$ cat config.mk
export PLATFORM = sky130hd
export DESIGN_NAME = jzjpcc_instruction_queue
export DESIGN_NICKNAME = d
export VERILOG_FILES = /design/src/rtl/jzjpcc_pkg.sv /design/src/rtl/jzjpcc_instruction_queue.sv
export SDC_FILE = /design/constraint.sdc
export NUM_CORES = 1
export LEC_CHECK = 0
export BUFFER_PORTS_ARGS = -buffer_cell sky130_fd_sc_hd__buf_2
export CORE_AREA = 3 3 146 148
export CTS_BUF_LIST = sky130_fd_sc_hd__clkbuf_16
export CTS_CLUSTER_SIZE = 24
export DETAILED_ROUTE_END_ITERATION = 6
export DIE_AREA = 0 0 149 151
export GPL_ROUTABILITY_DRIVEN = 0
export PLACE_DENSITY = 0.76
export SYNTH_ARGS = -nofsm -noshare
export SYNTH_HDL_FRONTEND = slang
export SYNTH_SLANG_ARGS = --single-unit
$ cat constraint.sdc
create_clock -name clock -period 18.05 [get_ports clock]
set_clock_uncertainty 0.2 [all_clocks]
set_input_delay 2.7075 -clock clock [delete_from_list [all_inputs] [get_ports clock]]
set_output_delay 2.7075 -clock clock [all_outputs]
set_load 0.1 [all_outputs]
$ cat src/rtl/jzjpcc_pkg.sv
// Shared types and constants for the jzjpcc front end.
package jzjpcc_pkg;

  typedef logic [31:0] word_t;

  // RISC-V "addi x0, x0, 0": presented to decode whenever no entry is valid.
  localparam word_t NOP = 32'h00000013;

endpackage

$ cat src/rtl/jzjpcc_instruction_queue.sv
// Instruction queue between fetch and decode: register-array FIFO with
// one-cycle latency, registered-only decode outputs and a flush for redirects.
module jzjpcc_instruction_queue
  import jzjpcc_pkg::*;
#(
  parameter int DEPTH = 4
) (
  input  logic                       clock,
  input  logic                       reset,
  input  logic                       fetchValid,
  output logic                       fetchReady,
  input  logic [31:0]                fetchPC,
  input  logic [31:0]                fetchInstruction,
  output logic                       decodeValid,
  input  logic                       decodeReady,
  output logic [31:0]                decodePC,
  output logic [31:0]                decodeInstruction,
  input  logic                       flush,
  output logic [$clog2(DEPTH):0]     count
);

  localparam int PW = $clog2(DEPTH);
  localparam logic [PW:0] FULL_COUNT = (PW+1)'(DEPTH);

  word_t pc_mem    [DEPTH];
  word_t instr_mem [DEPTH];

  logic [PW-1:0] rd_ptr;
  logic [PW-1:0] wr_ptr;
  logic          enq;
  logic          deq;

  // Ready/valid are functions of the stored count only, so neither side
  // sees a combinational path from the other.
  assign fetchReady  = (count != FULL_COUNT);
  assign decodeValid = (count != '0);

  assign enq = fetchValid  && fetchReady  && !flush;
  assign deq = decodeValid && decodeReady && !flush;

  assign decodePC          = decodeValid ? pc_mem[rd_ptr]    : 32'h00000000;
  assign decodeInstruction = decodeValid ? instr_mem[rd_ptr] : NOP;

  always_ff @(posedge clock) begin
    if (reset || flush) begin
      rd_ptr <= '0;
      wr_ptr <= '0;
      count  <= '0;
    end else begin
      if (enq) wr_ptr <= wr_ptr + PW'(1);
      if (deq) rd_ptr <= rd_ptr + PW'(1);
      case ({enq, deq})
        2'b10:   count <= count + (PW+1)'(1);
        2'b01:   count <= count - (PW+1)'(1);
        default: count <= count;
      endcase
    end
  end

  // Storage is left unreset; the count gates every read.
  always_ff @(posedge clock) begin
    if (!reset && enq) begin
      pc_mem[wr_ptr]    <= fetchPC;
      instr_mem[wr_ptr] <= fetchInstruction;
    end
  end

endmodule

==> summary.txt, run 1 <==
Outcome
  • Result of the run: completed

Critical path
  • Crit path required time: 15.14 ns
  • Critical path type: flop to output port
  • CP Capture Type: output port
  • Startpoint class of the critical path: flop
  • CP peak stage delay: 0.79 ns
  • Setup slack of the worst register-to-register path: 15.40 ns
  • Logic depth of the worst register-to-register path: 8
  • Maximum fanout count along the critical path: 35
  • Destination of the worst register-to-register timing path: count[2]
  • Critical register-to-register path startpoint: count[2]
  • Cell with the largest stage delay on the worst path: sky130_fd_sc_hd__dfxtp_4
  • Cells along the critical path: buf_4 -> mux4_2 -> and2_1 -> buf_2
  • Worst endpoint data arrival time: 3.01 ns

STA
  • Final setup violation count: 0
  • Final hold vios: 0
  • Max Slew Vio Count: 0
  • Max Clk Rate: 0.169 GHz
  • Final TNS setup: 0 ns
  • RSZ-0062 raised after global routing: false
  • Final worst setup slack: 12.13 ns
  • Slew at the pin closest to its max-slew limit: 0.999 ns
  • Final min period: 5.92 ns
  • Part of the cycle the worst path needs: 0.328
  • Max-slew headroom: 0.334

Die
  • DIE AREA: 22500 sq um
  • Initial core utilization: 0.507
  • Height of the chip: 151 microns
  • Number of cell rows: 52
  • Die width: 149 microns
  • I/O Pins: 138
  • Area of the core: 20200 sq um

Worst hold path
  • Launch point of the worst hold path: rd_ptr[1]
  • Type of the tightest min-delay check: flop to flop
  • Hold Crit Depth: 2

Detailed routing
  • DRC viols: 0
  • Routed vias: 4835
  • Iteration-0 DRC count of the detailed router: 360
  • Average via count per standard cell: 5.37
  • Residual antenna-violating net count after detailed routing: 0
  • Pre-Repair DR Iteration Count: 4
  • Average wire per standard cell: 20.1 microns
  • Routed Wire Length: 18100 microns

Clock network
  • Clock sink count: 265
  • Number of buffers inserted during clock tree synthesis: 26
  • CTS tree: yes
  • H-tree lvl count: 1
  • Clock root cell: sky130_fd_sc_hd__clkbuf_16
  • Source-to-sink clock delay at the later pin of the worst-skew pair: 0.51 ns
  • CTS-repair resized insts: 0
  • Maximum buffer depth of the clock tree: 3
  • Number of buffers inserted to repair setup after CTS: 0
  • Clock slew at reported path FFs: 0.06 ns
  • Hold buffers post-CTS: 0

Logic synthesis
  • YS warnings: 0
  • Largest cells by area after synthesis: sky130_fd_sc_hd__edfxtp_1 (75%), sky130_fd_sc_hd__mux4_2 (13%), sky130_fd_sc_hd__and2_1 (3.7%)
  • Sequential fraction of the synthesis area: 0.769
  • Post-synth top area cell: sky130_fd_sc_hd__edfxtp_1
  • Number of synthesized flops with an enable pin: 256
  • Most repeated cell in the gate-level netlist after synthesis: sky130_fd_sc_hd__edfxtp_1
  • Synthesized flop and latch total: 265
  • Most used DFF post-synth: sky130_fd_sc_hd__edfxtp_1
  • Cells after synthesis: 459
  • Unique masters post-synth: 27
  • Mapped Nets: 534
  • Area share of the leading cell type in the synthesized netlist: 0.752
  • Most used standard cells in the synthesized netlist: sky130_fd_sc_hd__edfxtp_1 (256), sky130_fd_sc_hd__and2_1 (61), sky130_fd_sc_hd__mux4_2 (60)
  • Fraction of synthesis flops using an asynchronous set or reset pin: 0
  • Synth Cell Area: 10200 sq um
  • Post-synthesis area per instance: 22.3 sq um

Final layout
  • Share of layout cells above drive strength 1: 0.391
  • Number of fillers in the final layout: 1507
  • Post-route cell area: 11900 sq um
  • Final cell utilization of the core: 0.592
  • # nets final: 688
  • Layout Area Growth over Synthesis: 16.7%

Global route
  • Initial antenna violation count: 4
  • Aggregate global-route resource usage: 0.164
  • Most heavily used metal layer in global routing: met2
  • Vias in the first global route: 5358
  • GR Layer Usage met2: 0.285
  • Total global routing overflow: 0
  • Met1 GRT Util: 0.207
  • Maximum number of pins on one net before global-route repair: 65
  • Wire length of the first global-routing pass: 28600 microns
  • Met3 usage in global routing: 0.0443

Pwr
  • Power per unit of standard cell area: 103 nW/um^2
  • Peak ir drop on the vdd network: 0.0772 mV
  • PnR Total Power: 1230 uW
  • Lkg Pwr: 0.00413 uW

Placed design
  • Post-Place Cell Area: 11200 sq um
  • Half-perimeter wire length of the detailed placement result: 10700 microns
  • Count of input and output buffers: 137
  • Setup Slack @ Placement: 12.52 ns

Run
  • Reported max-cap violation count: 0
## per-stage QoR
| stage | std cells | hold slack, ns |
|---|---|---|
| global placement | 855 | 0.256 |
| finish | 900 | 0.288 |
| detailed placement | 855 | 0.286 |
| CTS | 899 | 0.295 |
| floorplan | 459 | 0.259 |
| global route | 899 | 0.297 |
## logic make-up (layout without fill, tap and decap cells)
group | count (synthesis) | after routing | share of synthesized area
xor gates and xnor gates | 3 | 3 | 0.00257
DFF | 265 | 265 | 0.769
and+or+nand+nor | 86 | 86 | 0.0513
other | 0 | 1 | 0
adders and majority gates | 6 | 6 | 0.00808
muxes | 66 | 66 | 0.144
buffers and inverters | 27 | 197 | 0.0210
AOI/OAI and AO/OA | 6 | 6 | 0.00318
## layer usage
metal  vias to the layer above  wire (microns)  share of wire
li1                       2161               -              -
met1                      2482            7070           0.39
met2                       152            9390           0.52
met3                        32            1340          0.074
met4                         8             284          0.016
met5                         -              43         0.0024
## flip-flops by register name (all words and copies together) (netlist names), named ones only
signal / count
pc_mem: 128
count: 3
instr_mem: 128
wr_ptr: 2
rd_ptr: 2
## worst max-delay path: cells and delay by family, from the launching register on
family	cells	cell delay, ns
mux	1	0.59
simple gates	1	0.18
flops	1	0.79
buf+inv	2	0.92
## cells in the final DEF, fill, tap and decap left out, drive strengths merged
master / instances
or3b: 1
or3: 2
bufinv: 1
and2: 61
a21oi: 3
xor2: 3
inv: 19
ha: 5
or2: 4
mux4: 64
nand3b: 1
buf: 147
fa: 1
edfxtp: 256
dfxtp: 9
diode: 1
mux2i: 2
nor2: 7
nand2: 5
o21ai: 2
nor3: 1
clkbuf: 27
o31ai: 1
nor3b: 4
clkinv: 3
## area by class of cell
cell class,instances,area [sq um],share of cell area
Multi-Input combinational cell,167,2160,0.181
Tap cell,270,338,0.0283
Timing Repair Buffer,147,761,0.0638
Sequential cell,265,7880,0.660
Inverter,6,22.5,0.00189
Antenna cell,1,2.50,0.000210
Clock inverter,17,95.1,0.00797
Clock buffer,27,676,0.0566
## worst max path at each step
stage / cells after the start / startpoint / to
final: 4 / flop / decodeInstruction[2]
after global routing: 4 / flop / decodeInstruction[2]
after CTS: 4 / flop / decodeInstruction[2]
after detailed placement: 4 / flop / decodeInstruction[2]
after global placement: 4 / flop / decodeInstruction[2]
after floorplan: 2 / flush / instr_mem[1][0]
## power breakdown
group          switching (uW)  internal, uW
combinational            52.5          17.2
clock                     200           281
sequential               2.02           680
(Power assumes the default switching activity.)
==> run 2, diff against run 1 <==
Settings changed: PLACE_DENSITY 0.76 to 0.79.
Clock period 18.05 ns to 5.3 ns, I/O delays scaled along.
==> run 2 against run 1 <==
Count of clock-buffer cells in the layout unchanged. Non-clock buffer count decreased by 4. Worst hold slack got worse by 0.0063 ns. Largest cell class unchanged. Die area unchanged. Total power increased to 3.4 times the previous value. Critical endpoint is now decodeInstruction[31]. Utilization increased by 0.11 points. Critical path depth unchanged. Global-route usage increased by 0.45 points.
==> summary.txt, run 2 (same netlist as run 1, synthesis figures left out) <==
Clock network
  • Maximum buffer depth of the clock tree: 3
  • Clock root cell: sky130_fd_sc_hd__clkbuf_16
  • H-tree lvl count: 1
  • Hold buffers post-CTS: 0
  • Number of buffers inserted to repair setup after CTS: 0
  • Number of buffers inserted during clock tree synthesis: 27
  • CTS tree: yes
  • CTS-repair resized insts: 0
  • Source-to-sink clock delay at the later pin of the worst-skew pair: 0.51 ns
  • Clock slew at reported path FFs: 0.06 ns
  • Clock sink count: 265

Global route
  • Maximum number of pins on one net before global-route repair: 65
  • Vias in the first global route: 5290
  • Aggregate global-route resource usage: 0.168
  • Total global routing overflow: 0
  • Wire length of the first global-routing pass: 29500 microns
  • Initial antenna violation count: 4

Final layout
  • Most common cell after layout, fill and taps aside: sky130_fd_sc_hd__edfxtp_1
  • Number of fillers in the final layout: 1494
  • Final cell utilization of the core: 0.593
  • Post-route cell area: 12000 sq um
  • Share of layout cells above drive strength 1: 0.388
  • Count of antenna diodes in the layout: 0
  • Most frequent cells in the layout: sky130_fd_sc_hd__edfxtp_1 (256), sky130_fd_sc_hd__buf_2 (137), sky130_fd_sc_hd__and2_1 (61), sky130_fd_sc_hd__mux4_2 (60), sky130_fd_sc_hd__clkbuf_16 (27)
  • Registers with the highest flip-flop counts: instr_mem (128), pc_mem (128), count (3)
  • # nets final: 685
  • Combined area of the multi-input logic cells: 2190 sq um
  • Storage cell area: 7880 sq um
  • Layout Area Growth over Synthesis: 16.9%

Critical path
  • Critical path type: flop to output port
  • Destination of the worst register-to-register timing path: count[2]
  • CP Capture Type: output port
  • Setup slack of the worst register-to-register path: 2.53 ns
  • Critical register-to-register path startpoint: count[2]
  • Crit path required time: 4.30 ns
  • Worst endpoint data arrival time: 2.79 ns
  • Logic depth of the worst register-to-register path: 8
  • Startpoint class of the critical path: flop
  • Maximum fanout count along the critical path: 27

STA
  • RSZ-0062 raised after global routing: false
  • Max Clk Rate: 0.264 GHz
  • Final min period: 3.79 ns
  • Max Slew Vio Count: 0
  • Slew at the pin closest to its max-slew limit: 1.04 ns
  • Worst hold slack across all endpoints: 0.282 ns
  • Final TNS setup: 0 ns
  • Max-slew headroom: 0.306
  • Final hold vios: 0
  • Part of the cycle the worst path needs: 0.715
  • Final setup violation count: 0

Placed design
  • Count of input and output buffers: 137
  • Half-perimeter wire length of the detailed placement result: 10800 microns
  • Post-Place Cell Area: 11200 sq um

Die
  • Initial core utilization: 0.507
  • Height of the chip: 151 microns
  • Number of cell rows: 52
  • I/O Pins: 138
  • Area of the core: 20200 sq um
  • Die width: 149 microns
  • DIE AREA: 22500 sq um

Detailed routing
  • Iteration-0 DRC count of the detailed router: 333
  • Pre-Repair DR Iteration Count: 5
  • Routed Wire Length: 18800 microns
  • Average wire per standard cell: 20.9 microns
  • DRC viols: 0
  • Average via count per standard cell: 5.43
  • Residual antenna-violating net count after detailed routing: 0
  • Routed vias: 4890

Outcome
  • Result of the run: completed

Pwr
  • Peak ir drop on the vdd network: 0.293 mV
  • Share of power burned in registers: 0.547
  • Internal power component: 3340 uW
  • Power per unit of standard cell area: 355 nW/um^2
  • Clock share of power: 0.397
  • Net switching power: 908 uW
  • Comb power frac: 0.057
  • Lkg Pwr: 0.00413 uW
  • Switching power share of the total: 0.214

Worst hold path
  • Type of the tightest min-delay check: input pin to flop
  • Launch point of the worst hold path: fetchInstruction[4]
  • Hold Crit Depth: 1
  • Min-Delay Endpoint: instr_mem[3][4]

Run
  • Reported max-cap violation count: 0
run 2: layer usage:
| layer | wire [microns] | global-route usage |
|---|---|---|
| met1 | 7560 | 0.228 |
| met2 | 9480 | 0.278 |
| met3 | 1400 | 0.0434 |
| met4 | 314 | 0.0412 |
| met5 | 52 | 0 |
run 2: through the flow:
| step | cells | total power (uW) | setup slack (ns) |
|---|---|---|---|
| 3_5_place_dp | 851 | 2610 | 1.95 |
| 3_3_place_gp | 851 | 2600 | 1.96 |
| 5_1_grt | 901 | 4390 | 1.29 |
| 2_1_floorplan | 459 | 2540 | -0.250 |
| 4_1_cts | 901 | 4300 | 1.40 |
| 6_report | 901 | 4250 | 1.51 |
run 2: worst max path at each step:
stage	start	slack [ns]	endpoint
final	flop	1.51	decodeInstruction[31]
after global routing	flop	1.29	decodeInstruction[31]
after CTS	flop	1.40	decodeInstruction[31]
after detailed placement	flop	1.95	decodeInstruction[31]
after global placement	flop	1.96	decodeInstruction[31]
after floorplan	count[0]	-0.25	instr_mem[1][0]
run 2: area by class of cell:
class / count / area share
flip-flops and latches: 265 / 0.659
multi-input cells: 167 / 0.183
repair buffers: 143 / 0.0611
clock buffers: 27 / 0.0565
well taps: 270 / 0.0283
clock inverters: 23 / 0.0104
inverters: 6 / 0.00188
run 2: power groups by stage:
stage	Combinational [uW]	Clock (uW)	Sequential [uW]
global route	254	1820	2320
CTS	244	1730	2320
global placement	234	0	2370
finish	241	1690	2320
detailed placement	243	0	2370
floorplan	166	0	2370
run 2: worst max-delay path, stage by stage, from the launching register on:
cell and delay, ns:
sky130_fd_sc_hd__dfxtp_4 0.68, sky130_fd_sc_hd__buf_4 0.50, sky130_fd_sc_hd__mux4_1 0.62, sky130_fd_sc_hd__and2_1 0.17, sky130_fd_sc_hd__buf_2 0.29
==> run 3, diff against run 2 <==
Clock period 5.3 ns to 3.3 ns, I/O delays scaled along.
==> run 3 against run 2 <==
Worst hold slack worse by 0.27 ns. Cell count is 6.9% higher. Final area is 7.2% higher. Critical path depth stayed put. Sequential cell count stayed put. Via count is 4.3% higher. Count of clock-buffer cells in the layout stayed put. Sequential power is 60% higher. Highest routed layer is now met4.
==> summary.txt, run 3 (same netlist as run 1, synthesis figures left out) <==
Pwr
  • Lkg Pwr: 0.00449 uW
  • Peak ir drop on the vdd network: 0.465 mV
  • Net switching power: 1480 uW
  • Share of power burned in registers: 0.506
  • Power per unit of standard cell area: 575 nW/um^2
  • Internal power component: 5880 uW
  • Clock share of power: 0.433
  • PnR Total Power: 7360 uW
  • Comb power frac: 0.061
  • Switching power share of the total: 0.201

Final layout
  • Most common cell after layout, fill and taps aside: sky130_fd_sc_hd__edfxtp_1
  • Registers with the highest flip-flop counts: instr_mem (128), pc_mem (128), count (3)
  • Layout Area Growth over Synthesis: 25.3%
  • Share of layout cells above drive strength 1: 0.378
  • Storage cell area: 7890 sq um
  • Count of antenna diodes in the layout: 0
  • # nets final: 748
  • Final cell utilization of the core: 0.635
  • Combined area of the multi-input logic cells: 2200 sq um
  • Most frequent cells in the layout: sky130_fd_sc_hd__edfxtp_1 (256), sky130_fd_sc_hd__buf_2 (137), sky130_fd_sc_hd__and2_1 (61), sky130_fd_sc_hd__mux4_2 (60), sky130_fd_sc_hd__dlygate4sd3_1 (58)
  • Number of fillers in the final layout: 1383

Critical path
  • Worst endpoint data arrival time: 2.38 ns
  • Maximum fanout count along the critical path: 62
  • CP Capture Type: output port
  • CP peak stage delay: 0.67 ns
  • Startpoint class of the critical path: flop
  • Cell with the largest stage delay on the worst path: sky130_fd_sc_hd__inv_2
  • Crit path required time: 2.60 ns
  • Critical path type: flop to output port
  • Cells along the critical path: nor3_2 -> inv_2 -> and2_1 -> buf_2
  • Largest delay share family, worst path: buffers and inverters
  • Worst path buffer plus inverter count: 2

Global route
  • Vias in the first global route: 5467
  • Met1 GRT Util: 0.228
  • Maximum number of pins on one net before global-route repair: 63
  • Total global routing overflow: 0
  • Aggregate global-route resource usage: 0.169
  • GR Layer Usage met2: 0.291
  • Wire length of the first global-routing pass: 29500 microns
  • Most heavily used metal layer in global routing: met2
  • Met3 usage in global routing: 0.0305
  • Initial antenna violation count: 0

Detailed routing
  • Average via count per standard cell: 5.30
  • Routed Wire Length: 18900 microns
  • Routed vias: 5100
  • Average wire per standard cell: 19.6 microns
  • Pre-Repair DR Iteration Count: 4
  • Residual antenna-violating net count after detailed routing: 0
  • Iteration-0 DRC count of the detailed router: 334
  • DRC viols: 0

Placed design
  • Count of input and output buffers: 137
  • Setup Slack @ Placement: 0.734 ns
  • Half-perimeter wire length of the detailed placement result: 10900 microns

Outcome
  • Result of the run: completed

Clock network
  • Source-to-sink clock delay at the later pin of the worst-skew pair: 0.51 ns
  • Clock root cell: sky130_fd_sc_hd__clkbuf_16
  • Maximum buffer depth of the clock tree: 3
  • H-tree lvl count: 1
  • CTS tree: yes
  • Clock sink count: 265
  • Number of buffers inserted during clock tree synthesis: 26
  • Clock slew at reported path FFs: 0.06 ns

Worst hold path
  • Type of the tightest min-delay check: input pin to flop

Die
  • DIE AREA: 22500 sq um
  • Area of the core: 20200 sq um
  • Number of cell rows: 52
  • Height of the chip: 151 microns
  • I/O Pins: 138
  • Initial core utilization: 0.507
  • Die width: 149 microns

STA
  • Final worst setup slack: 0.221 ns
  • Slew at the pin closest to its max-slew limit: 0.942 ns
  • Final min period: 3.08 ns
  • Max Slew Vio Count: 0
  • Final setup violation count: 0
  • Max Clk Rate: 0.325 GHz
  • Max-slew headroom: 0.372
  • Final hold vios: 0
  • Part of the cycle the worst path needs: 0.933
  • RSZ-0062 raised after global routing: false

Run
  • Reported max-cap violation count: 0
## run 3: metrics by stage
step | area [sq um] | std cells | hold slack, ns | TNS (ns)
global route | 12800 | 963 | 0.00162 | 0
finish | 12800 | 963 | 0.0156 | 0
detailed placement | 11300 | 857 | 0.282 | 0
floorplan | 10300 | 459 | 0.259 | -57.48
CTS | 12800 | 962 | 0.000313 | 0
global placement | 11300 | 857 | 0.270 | 0
## run 3: metal layers
metal / up-vias / wire, microns
met2: 164 / 9870
met4: 0 / 325
li1: 2281 / -
met1: 2622 / 7560
met5: - / 0
met3: 33 / 1120
## run 3: path summary, 6_finish.rpt
path,endpoint,startpoint,cells after the start,slack (ns)
worst max-delay path,decodeInstruction[13],count[0],4,0.22
worst min-delay path,instr_mem[1][17],fetchInstruction[17],1,0.02
worst max register to register,count[2],count[1],8,0.71
worst min register to register,flop,rd_ptr[1],2,0.29
## run 3: final cells by class
type                            count  area share
Sequential cell                   265       0.616
Multi-Input combinational cell    167       0.172
Timing Repair Buffer              207       0.111
Clock buffer                       27      0.0527
Tap cell                          270      0.0264
Clock inverter                     21      0.0210
Inverter                            6     0.00176
## run 3: power by group through the flow
| stage | registers, uW | clock network (uW) | logic, uW |
|---|---|---|---|
| final | 3720 | 3190 | 448 |
| after global routing | 3720 | 3390 | 474 |
| after CTS | 3720 | 3260 | 450 |
| after detailed placement | 3800 | 0 | 395 |
| after global placement | 3790 | 0 | 382 |
| after floorplan | 3800 | 0 | 269 |
## run 3: worst reg2reg max path: stages, from the launching register on
cell	delay (ns)
sky130_fd_sc_hd__dfxtp_4	0.37
sky130_fd_sc_hd__or3b_4	0.43
sky130_fd_sc_hd__nand3b_4	0.20
sky130_fd_sc_hd__ha_1	0.23
sky130_fd_sc_hd__inv_1	0.06
sky130_fd_sc_hd__fa_1	0.38
sky130_fd_sc_hd__xor2_1	0.16
sky130_fd_sc_hd__or3_1	0.32
sky130_fd_sc_hd__a21oi_1	0.17
## run 3: repair_timing
item                                   CTS  global route
endpoints found under the hold margin  228             4
resized for setup                        0             0
buffers inserted                         0             0
hold buffers                            57             1
